`src/rtl/gtx_pkg.sv`:
```
// Shared constants and types for the GTX receive path.
package gtx_pkg;

  localparam logic [7:0] K28_5 = 8'hBC;

  localparam int unsigned LANE0 = 0;
  localparam int unsigned LANE1 = 1;

  typedef enum logic [1:0] {
    HUNT   = 2'd0,
    VERIFY = 2'd1,
    LOCKED = 2'd2
  } align_state_t;

endpackage

```
`src/rtl/gtx_rx_align.sv`:
```
// K28.5 word aligner: moves the comma into the low byte lane and tracks link lock.
// Optional saturating code-error counter enabled by GTX_RX_ALIGN_ERR_CNT_EN.
module gtx_rx_align
  import gtx_pkg::*;
#(
  parameter logic [7:0]  COMMA    = K28_5,
  parameter int unsigned LOCK_CNT = 4,
  parameter int unsigned LOSS_CNT = 8
) (
  input  logic        clk_i,
  input  logic        rst_n_i,
  input  logic [1:0]  ctrl_i,
  input  logic [15:0] data_i,
  input  logic [1:0]  disperr_i,
  input  logic [1:0]  notintable_i,
  output logic [1:0]  ctrl_o,
  output logic [15:0] data_o,
  output logic        valid_o,
  output logic        locked_o,
  output logic        swap_o,
  output logic [15:0] err_cnt_o
);

  localparam logic [3:0] LOCK_CNT_C = LOCK_CNT[3:0];
  localparam logic [3:0] LOSS_CNT_C = LOSS_CNT[3:0];

  align_state_t state_r;
  logic [3:0]   cnt_r;
  logic [3:0]   bad_r;
  logic         swap_r;
  logic         locked_r;
  logic         valid_r;
  logic [7:0]   prev_data_r;
  logic         prev_k_r;
  logic [15:0]  data_r;
  logic [1:0]   ctrl_r;

  logic         comma0_s;
  logic         comma1_s;
  logic         err_s;
  logic         sel_s;
  logic         opp_s;
  logic         good_s;
  logic         bad_ev_s;
  logic [15:0]  mux_data_s;
  logic [1:0]   mux_ctrl_s;

  assign comma0_s = ctrl_i[LANE0] && (data_i[7:0]  == COMMA);
  assign comma1_s = ctrl_i[LANE1] && (data_i[15:8] == COMMA);
  assign err_s    = |(disperr_i | notintable_i);
  assign sel_s    = swap_r ? comma1_s : comma0_s;
  assign opp_s    = swap_r ? comma0_s : comma1_s;
  // An errored word never counts as good, so good and bad are exclusive.
  assign good_s   = sel_s && !err_s;
  assign bad_ev_s = err_s || (opp_s && !sel_s);

  // Byte-lane mux: with swap the high byte of the previous word becomes the low lane.
  always_comb begin
    mux_data_s = data_i;
    mux_ctrl_s = ctrl_i;
    if (swap_r) begin
      mux_data_s = {data_i[7:0], prev_data_r};
      mux_ctrl_s = {ctrl_i[LANE0], prev_k_r};
    end else begin
      mux_data_s = data_i;
      mux_ctrl_s = ctrl_i;
    end
  end

  // Alignment state machine with registered lock, valid and swap status.
  always_ff @(posedge clk_i or negedge rst_n_i) begin
    if (!rst_n_i) begin
      state_r  <= HUNT;
      cnt_r    <= 4'd0;
      bad_r    <= 4'd0;
      swap_r   <= 1'b0;
      locked_r <= 1'b0;
      valid_r  <= 1'b0;
    end else begin
      case (state_r)
        HUNT: begin
          if (!err_s && (comma0_s ^ comma1_s)) begin
            swap_r  <= comma1_s;
            cnt_r   <= 4'd1;
            state_r <= VERIFY;
          end
        end
        VERIFY: begin
          if (good_s) begin
            cnt_r <= cnt_r + 4'd1;
            if ((cnt_r + 4'd1) == LOCK_CNT_C) begin
              state_r  <= LOCKED;
              bad_r    <= 4'd0;
              locked_r <= 1'b1;
              valid_r  <= 1'b1;
            end
          end else if (bad_ev_s) begin
            state_r <= HUNT;
            cnt_r   <= 4'd0;
          end
        end
        LOCKED: begin
          if (good_s) begin
            bad_r <= 4'd0;
          end else if (bad_ev_s) begin
            if ((bad_r + 4'd1) == LOSS_CNT_C) begin
              state_r  <= HUNT;
              cnt_r    <= 4'd0;
              bad_r    <= 4'd0;
              locked_r <= 1'b0;
              valid_r  <= 1'b0;
            end else begin
              bad_r <= bad_r + 4'd1;
            end
          end
        end
        default: begin
          state_r  <= HUNT;
          cnt_r    <= 4'd0;
          bad_r    <= 4'd0;
          locked_r <= 1'b0;
          valid_r  <= 1'b0;
        end
      endcase
    end
  end

  // Previous-word capture and registered aligned output.
  always_ff @(posedge clk_i or negedge rst_n_i) begin
    if (!rst_n_i) begin
      prev_data_r <= 8'h00;
      prev_k_r    <= 1'b0;
      data_r      <= 16'h0000;
      ctrl_r      <= 2'b00;
    end else begin
      prev_data_r <= data_i[15:8];
      prev_k_r    <= ctrl_i[LANE1];
      data_r      <= mux_data_s;
      ctrl_r      <= mux_ctrl_s;
    end
  end

`ifdef GTX_RX_ALIGN_ERR_CNT_EN
  logic [15:0] err_cnt_r;

  // Saturating count of errored words seen while locked; cleared only by reset.
  always_ff @(posedge clk_i or negedge rst_n_i) begin
    if (!rst_n_i) begin
      err_cnt_r <= 16'h0000;
    end else if ((state_r == LOCKED) && err_s && (err_cnt_r != 16'hFFFF)) begin
      err_cnt_r <= err_cnt_r + 16'h0001;
    end
  end

  assign err_cnt_o = err_cnt_r;
`else
  assign err_cnt_o = 16'h0000;
`endif

  assign data_o   = data_r;
  assign ctrl_o   = ctrl_r;
  assign valid_o  = valid_r;
  assign locked_o = locked_r;
  assign swap_o   = swap_r;

endmodule

```
`config.mk`:
```
export PLATFORM = sky130hd
export DESIGN_NAME = gtx_rx_align
export DESIGN_NICKNAME = d
export VERILOG_FILES = /design/src/rtl/gtx_pkg.sv /design/src/rtl/gtx_rx_align.sv
export SDC_FILE = /design/constraint.sdc
export NUM_CORES = 1
export LEC_CHECK = 0
export ABC_CLOCK_PERIOD_IN_PS = 4600
export CORE_MARGIN = 2
export CORE_UTILIZATION = 50
export DETAILED_ROUTE_END_ITERATION = 10
export PLACE_DENSITY = 0.84
export SLEW_MARGIN = 20
export SYNTH_ARGS = -nofsm -noshare
export SYNTH_HDL_FRONTEND = slang
export SYNTH_SLANG_ARGS = --single-unit
```
`constraint.sdc`:
```
create_clock -name clk_i -period 4.6 [get_ports clk_i]
set_clock_uncertainty 0.2 [all_clocks]
set_input_delay 0.69 -clock clk_i [delete_from_list [all_inputs] [get_ports clk_i]]
set_output_delay 0.69 -clock clk_i [all_outputs]
set_load 0.005 [all_outputs]
```
==> run metrics, run 1 <==
outcome=completed; Clock Root Buffer=clkbuf_8; clk buf depth=2; top post-synthesis cells by area=dfrtp_1, mux2_2, buf_4; CP Buf/Inv Count=1; fin worst setup slack=1730 ps; WS Path Type=reg2out; die height=67.5 um; RSZ-0062 raised after global routing=no; die width=67.5 um; total global routing overflow=0; final number of hold-violating endpoints=0; Rel. slew slack=31.6%; area share of the largest cell type after synthesis=48.4%; post-cts hold buffer count=0; worst-path maximum fanout=25; Iter 0 DRT Violations=76; row count=23; syn_area_per_cell=12.2 um2; most frequent cells in the layout=clkdlybuf4s50_1, dfrtp_1, mux2_2; Final HPWL DP=2.73 mm; die area=0.00456 mm2; class of the most critical hold timing path=in2async; fin crit period=2870 ps; number of global-route vias before repair=1,289; Final Max Slew Viols=0; Tot GR Track Use=17.3%; vias per cell=5.28; CP cell instances=clkdlybuf4s50_1; setup TNS=0 ps; WL per Instance=14.0 um; DR DRC count=0; P per Cell Area=311 mW/mm2; IO Port Bufs=44; Max Cap Viol=0; Startpoint Class=register; Final nets=237; clock latency at the later pin of the worst-skew pair=290 ps; maximum vdd drop=0.278 mV; Clock Pin Slew Worst Setup and Hold Paths=80 ps; crit share post-route=62.3%; Max Fclk=349 MHz; Setup crit end kind=output port; drt pass-1 iters=4; Post-Syn Instances=166; P&R area growth vs syn=24.0%; top_reg_cell synth=dfrtp_1; # fillers=330; cell taking the most area after synthesis=dfrtp_1; dpl ws=1510 ps; Routed Antenna Nets=0; Ys Warns=0; num ports=61; Leak=1.05 nW; Post-CTS Setup Bufs=0; first-pass GRT wire length=5.81 mm; Worst EP required=3710 ps; CTS tree=done; post-synth cell types=56; Critical Path Max Stage Delay=1020 ps; final wirelength=3.64 mm; number of gates resized after CTS=0; Core Area=0.00394 mm2; Worst Tran Pin Value=1030 ps; Core Util, Final=63.5%; Final GP Congestion=0.846; initial antenna violation count=0; post-synthesis sequential area ratio=48.4%; EDFF count, synth=0; Setup violations, final=0; largest net degree at the start of global routing=40; CTS H-tree lvls=2; delay-heaviest family, CP=flip-flops; CTS Buf Count=5; Cell Area, Synth=0.00202 mm2; via count=1,377; initial core utilization=51.2%; Arrival @ worst endpoint=1980 ps; share of post-route cells with drive strength above 1=19.9%; post-synthesis register bit count=39; critical path's slowest cell=dfrtp_1; CTS Sinks=39; Placed Area=0.00242 mm2; antenna cells=0; post-route cell area=0.00250 mm2; asr flop ratio synth=100%; commonest non-fill, non-tap cell in the layout=clkdlybuf4s50_1; total power=0.778 mW
-- sequential cells by signal, summed over array words and instances (netlist names) --
name / flops
state_r: 2
valid_o: 1
cnt_r: 4
prev_k_r: 1
prev_data_r: 8
bad_r: 4
data_o: 16
swap_o: 1
ctrl_o: 2
-- path summary, 6_finish.rpt --
path / from / end / slack (ps) / depth (start not counted)
max in group asynchronous: rst_n_i / prev_data_r[4] / 3390 / 1
min reg2reg: prev_data_r[2] / data_o[2] / 280 / 1
max: swap_o / swap_o / 1730 / 1
min in group clk_i: prev_data_r[2] / data_o[2] / 280 / 1
max reg2reg: swap_o / bad_r[3] / 1880 / 6
min: rst_n_i / data_o[15] / 280 / 1
-- layout make-up --
type / instances / area, um2 / share of cell area [%]
Clock buffer: 6 / 72.6 / 2.90
Multi-Input combinational cell: 117 / 932 / 37.3
Sequential cell: 39 / 976 / 39.0
Inverter: 3 / 11.3 / 0.450
Tap cell: 50 / 62.6 / 2.50
Timing Repair Buffer: 44 / 435 / 17.4
Clock inverter: 2 / 12.5 / 0.500
-- cells in the mapped netlist, types with 3 or more instances --
master,count
buf_4,17
clkbuf_1,3
dfrtp_1,39
ha_1,3
mux2_2,18
nand2_1,7
nand3_1,3
nor2_1,9
nor3_1,4
o21ai_0,5
-- layer usage --
metal / global-route usage (%) / vias to the layer above / wire (um)
li1: - / 664 / -
met5: 0 / - / 0
met1: 22.5 / 667 / 1570
met3: 4.50 / 7 / 182
met2: 27.5 / 39 / 1850
met4: 7.14 / 0 / 41
-- power by group --
group	internal (mW)	total [mW]	leakage, nW	switching (mW)
clock network	0.106	0.223	0.0412	0.117
registers	0.372	0.400	0.474	0.0279
logic	0.0790	0.155	0.537	0.0763
-- cell families (layout without fill, tap and decap cells) --
family | Yosys count | after routing | synth area share, %
AND/OR/NAND/NOR | 48 | 48 | 16.6
flip-flops | 39 | 39 | 48.4
AO/OA/AOI/OAI | 29 | 29 | 13.3
buffers and inverters | 25 | 55 | 8.25
multiplexers | 19 | 19 | 10.6
adder cells (fa/ha/maj) | 3 | 3 | 1.86
XOR/XNOR | 2 | 2 | 0.868
other | 1 | 16 | 0.186
-- per-stage QoR --
step | cells | hold slack (ps)
after floorplan | 181 | 194
after global placement | 253 | 256
after detailed placement | 253 | 264
after CTS | 261 | 282
after global routing | 261 | 298
final | 261 | 279
No activity file was read; power rests on OpenSTA's default activity.
==> run 2, diff against run 1 <==
ABC_CLOCK_PERIOD_IN_PS = 2900   (was 4600)
CORE_UTILIZATION = 47   (was 50)
PLACE_DENSITY = 0.8   (was 0.84)
clock period = 2.9 ns   (was 4.6 ns; I/O delays follow)
==> run metrics, run 2 (synthesis results as in run 1) <==
outcome=completed; P per Cell Area=488 mW/mm2 (+57%); largest net degree at the start of global routing=40 (unchanged); Largest register FFs=16 (unchanged); via count=1,405 (+2.0%); Post-CTS Setup Bufs=0 (unchanged); Final Max Slew Viols=0 (unchanged); Worst Tran Pin Value=851 ps (-176 ps); class of the most critical hold timing path=in2async; CTS Sinks=39 (unchanged); Tot GR Track Use=18.2% (+0.91 points); met3 usage=5.52% (+1.0 points); CTS tree=done; Clock Root Buffer=clkbuf_8; setup TNS=0 ps (unchanged); GRT met2 Usage=30.7% (+3.2 points); Worst EP required=2890 ps (-820 ps); number of global-route vias before repair=1,419 (+10%); Final HPWL DP=3.01 mm (+10%); initial core utilization=49.7% (-1.5 points); Core Util, Final=62.8% (-0.69 points); internal power=0.884 mW (+59%); final number of hold-violating endpoints=0 (unchanged); CTS H-tree lvls=2 (unchanged); initial antenna violation count=0 (unchanged); maximum vdd drop=0.316 mV (+14%); Arrival @ worst endpoint=2520 ps (+540 ps); Worst R2R Start=cnt_r[0]; antenna cells=0 (unchanged); CP cell instances=clkdlybuf4s50_1 -> or3b_4 -> nor3_4 -> nand2_2 -> o221a_4 -> nand2b_4 -> a211o_1; post-cts hold buffer count=0 (unchanged); crit share post-route=87.3%; die width=69.5 um (+3.0%); row count=23 (unchanged); RSZ-0062 raised after global routing=no; Worst R2R End=bad_r[3]; vias per cell=5.26 (-0.26%); worst-path maximum fanout=8 (-68%); commonest non-fill, non-tap cell in the layout=clkdlybuf4s50_1; share of post-route cells with drive strength above 1=22.1% (+2.2 points); sw frac=28.9% (+0.44 points); busiest grt layer=met2; Sequential Power Share=51.0% (-0.4 points); IO Port Bufs=44 (unchanged); Leak=1.08 nW (+2.6%); Iter 0 DRT Violations=83 (+9.2%); most frequent cells in the layout=clkdlybuf4s50_1, dfrtp_1, mux2_2; die height=69.5 um (+3.0%); Startpoint Class=input port; WS Path Type=in2reg; total global routing overflow=0 (unchanged); clock network fraction of total power=29.1% (+0.4 points); P&R area growth vs syn=26.2%; Core Area=0.00406 mm2 (+2.9%); num ports=61 (unchanged); final wirelength=4.00 mm (+9.8%); met1 usage=21.7% (-0.84 points); Max Fclk=395 MHz; R2R cell count=7 (+1); first-pass GRT wire length=6.81 mm (+17%); die area=0.00483 mm2 (+6.0%); DR DRC count=0 (unchanged); Cell Count, Final, Fillers Out=267 (+2.3%); Routed Antenna Nets=0 (unchanged); Setup crit end kind=register; fin crit period=2530 ps; Final nets=243 (+2.5%); number of gates resized after CTS=0 (unchanged); drt pass-1 iters=4 (unchanged); dpl cells=259 (+2.4%); Rel. slew slack=43.3% (+12 points); Setup violations, final=0 (unchanged); Clock Pin Slew Worst Setup and Hold Paths=80 ps (about the same); Combinational Power Share=19.9% (about the same); worst reg-to-reg setup slack=440 ps (-1440 ps); WL per Instance=15.0 um (+7.3%); CTS Buf Count=5 (unchanged); Max Cap Viol=0 (unchanged); critical path's slowest cell=clkdlybuf4s50_1; Final GP Congestion=0.810 (-4.2%); clock latency at the later pin of the worst-skew pair=300 ps (about the same); Critical Path Max Stage Delay=500 ps (-520 ps); clk buf depth=2 (unchanged); Switch Pwr=0.359 mW (+62%)
==> run 2: cell count changes in the layout (fill, tap and decap cells not counted), sizes merged <==
cell,previous run,this run
buf,1,7
==> run 2: cell type report <==
type	count	area (um2)
Clock buffer	6	72.6
Clock inverter	2	12.5
Fill cell	328	1510
Inverter	3	11.3
Multi-Input combinational cell	117	932
Sequential cell	39	976
Tap cell	50	62.6
Timing Repair Buffer	50	480
==> run 2: per-layer routing <==
metal	up-vias	wire length [um]
met3	7	224
met2	42	2010
met4	0	64
met5	-	0
li1	672	-
met1	684	1700
==> run 2: worst max path at each step <==
stage	startpoint	to
after detailed placement	data_i[10]	cnt_r[3]
after CTS	data_i[10]	cnt_r[3]
final	data_i[10]	cnt_r[3]
after global routing	data_i[14]	bad_r[0]
after floorplan	data_i[0]	cnt_r[3]
after global placement	data_i[10]	cnt_r[3]
==> run 2: power by group through the flow <==
stage               Combinational, mW  Sequential, mW  Clock [mW]
finish                          0.248           0.634       0.362
global route                    0.278           0.641       0.403
CTS                             0.252           0.634       0.375
detailed placement              0.250           0.644           0
global placement                0.244           0.642           0
floorplan                       0.161           0.636           0
==> run 2: metrics by stage <==
| step | total power, mW | hold slack [ps] | cell area, um2 | setup WS [ps] |
|---|---|---|---|---|
| detailed placement | 0.895 | 263 | 2460 | 49.8 |
| floorplan | 0.797 | -60.6 | 2070 | 661 |
| global route | 1.32 | 111 | 2550 | 268 |
| CTS | 1.26 | 65.7 | 2550 | 377 |
| global placement | 0.886 | 256 | 2460 | 120 |
| finish | 1.24 | 32.2 | 2550 | 368 |
==> run 2: worst max-delay path, delay by kind of cell <==
kind,cells,cell delay (ps)
buf+inv,1,500
compound gates,2,570
simple gates,4,1020
==> run 3, diff against run 2 <==
CORE_UTILIZATION = 45   (was 47)
PLACE_DENSITY = 0.77   (was 0.8)
==> run metrics, run 3 (synthesis results as in run 1) <==
outcome=completed; RSZ-0062 raised after global routing=no; Core Area=0.00432 mm2 (+6.6%); Iter 0 DRT Violations=61 (-27%); clk buf depth=2 (unchanged); share of post-route cells with drive strength above 1=22.2% (+0.10 points); DR DRC count=0 (unchanged); via count=1,384 (-1.5%); drt pass-1 iters=4 (unchanged); Tot GR Track Use=15.5% (-2.8 points); Routed Antenna Nets=0 (unchanged); Worst R2R Start=cnt_r[0]; Rel. slew slack=45.5% (+2.2 points); register area=976 um2 (unchanged); CTS Sinks=39 (unchanged); setup TNS=0 ps (unchanged); Worst R2R End=bad_r[3]; die height=71.0 um (+2.1%); CP cell instances=clkdlybuf4s50_1 -> or3b_4 -> nor3_4 -> nand2_2 -> o221a_4 -> nand2b_4 -> a211o_1; most frequent cells in the layout=clkdlybuf4s50_1, dfrtp_1, mux2_2; R2R cell count=7 (unchanged); largest net degree at the start of global routing=40 (unchanged); Clock Root Buffer=clkbuf_8; Worst Tran Pin Value=817 ps (-33.5 ps); total global routing overflow=0 (unchanged); Critical Path Max Stage Delay=500 ps (about the same); delay-heaviest family, CP=simple AND/OR/NAND/NOR gates; dpl cells=260 (+0.39%); Clock Pin Slew Worst Setup and Hold Paths=80 ps (about the same); WL per Instance=13.3 um (-12%); number of gates resized after CTS=0 (unchanged); Startpoint Class=input port; WS Path Type=in2reg; Largest register FFs=16 (unchanged); multi-input logic area=932 um2 (unchanged); CP Buf/Inv Count=1 (unchanged); row count=24 (+4.3%); total power=1.24 mW (-0.64%); die area=0.00504 mm2 (+4.2%); P&R area growth vs syn=26.2% (about the same); Max Fclk=399 MHz (+0.99%); clock latency at the later pin of the worst-skew pair=290 ps (about the same); critical path depth in cells=7 (unchanged); Arrival @ worst endpoint=2490 ps (-30 ps); CP Launch Point=data_i[10]; # fillers=372 (+13%); critical path's slowest cell=clkdlybuf4s50_1; CTS tree=done; CP endpoint=cnt_r[2]; class of the most critical hold timing path=in2async; post-route cell area=0.00255 mm2 (about the same); CTS Buf Count=5 (unchanged); commonest non-fill, non-tap cell in the layout=clkdlybuf4s50_1; CTS H-tree lvls=2 (unchanged); initial antenna violation count=0 (unchanged); antenna cells=0 (unchanged); P per Cell Area=485 mW/mm2 (-0.59%); crit share post-route=86.5% (-0.85 points); Post-CTS Setup Bufs=0 (unchanged); Final Max Slew Viols=0 (unchanged); fin crit period=2510 ps (-24.8 ps); initial core utilization=46.7% (-3.1 points); Max Cap Viol=0 (unchanged); Core Util, Final=58.9% (-3.9 points); first-pass GRT wire length=6.18 mm (-9.3%); final wirelength=3.55 mm (-11%); number of global-route vias before repair=1,334 (-6.0%); post-cts hold buffer count=0 (unchanged); Final GP Congestion=0.772 (-4.7%); num ports=61 (unchanged); worst reg-to-reg setup slack=440 ps (about the same); Leak=1.07 nW (-0.49%); Final nets=242 (-0.41%); Final HPWL DP=2.76 mm (-8.3%); Cell Count, Final, Fillers Out=268 (+0.37%); Setup violations, final=0 (unchanged); final number of hold-violating endpoints=0 (unchanged); vias per cell=5.16 (-1.9%); worst-path maximum fanout=8 (unchanged); Placed Area=0.00246 mm2 (-0.20%); Setup crit end kind=register; maximum vdd drop=0.334 mV (+5.7%); IO Port Bufs=44 (unchanged); Worst EP required=2880 ps (about the same); die width=71.0 um (+2.1%)
run 3: cell types whose count changed in the layout (fill, tap and decap cells not counted), sizes merged:
cell	delta
buf	-1
clkbuf	-1
clkinvlp	+1
run 3: layout make-up:
class                           instances  share of cell area (%)
Clock buffer                            5                    2.70
Sequential cell                        39                    38.3
Multi-Input combinational cell        117                    36.6
Timing Repair Buffer                   49                    18.6
Inverter                                3                   0.442
Clock inverter                          3                   0.786
Tap cell                               52                    2.56
run 3: per-layer routing:
layer	up-vias	GRT usage (%)	routed length [um]
met5	-	0	0
met4	0	5.24	34
met3	3	4.99	227
met2	38	24.5	1710
met1	667	20.2	1580
li1	676	-	-
run 3: worst min-delay path by stage:
| stage | from | end | slack, ps | cells past startpoint |
|---|---|---|---|---|
| CTS | rst_n_i | data_o[1] | 80 | 1 |
| floorplan | rst_n_i | bad_r[0] | -60 | 0 |
| global route | rst_n_i | cnt_r[0] | 110 | 1 |
| detailed placement | prev_data_r[6] | data_o[6] | 260 | 1 |
| global placement | prev_data_r[3] | data_o[3] | 250 | 1 |
| finish | rst_n_i | cnt_r[0] | 30 | 1 |
run 3: worst register-to-register path, cell delays in order, from the launching register on:
cell	delay, ps
dfrtp_1	460
ha_1	280
nand3b_1	180
o31ai_2	340
o2111ai_2	210
nand2_2	160
or4b_1	440
o211ai_1	100
run 3: through the flow:
| stage | hold WS [ps] | setup slack, ps |
|---|---|---|
| CTS | 75.0 | 384 |
| floorplan | -60.6 | 661 |
| global route | 107 | 246 |
| global placement | 255 | 104 |
| finish | 25.3 | 393 |
| detailed placement | 262 | 77.8 |
run 3: power breakdown:
group	switching [mW]	internal [mW]
combinational	0.122	0.125
clock	0.187	0.167
sequential	0.0441	0.590
total	0.353	0.882
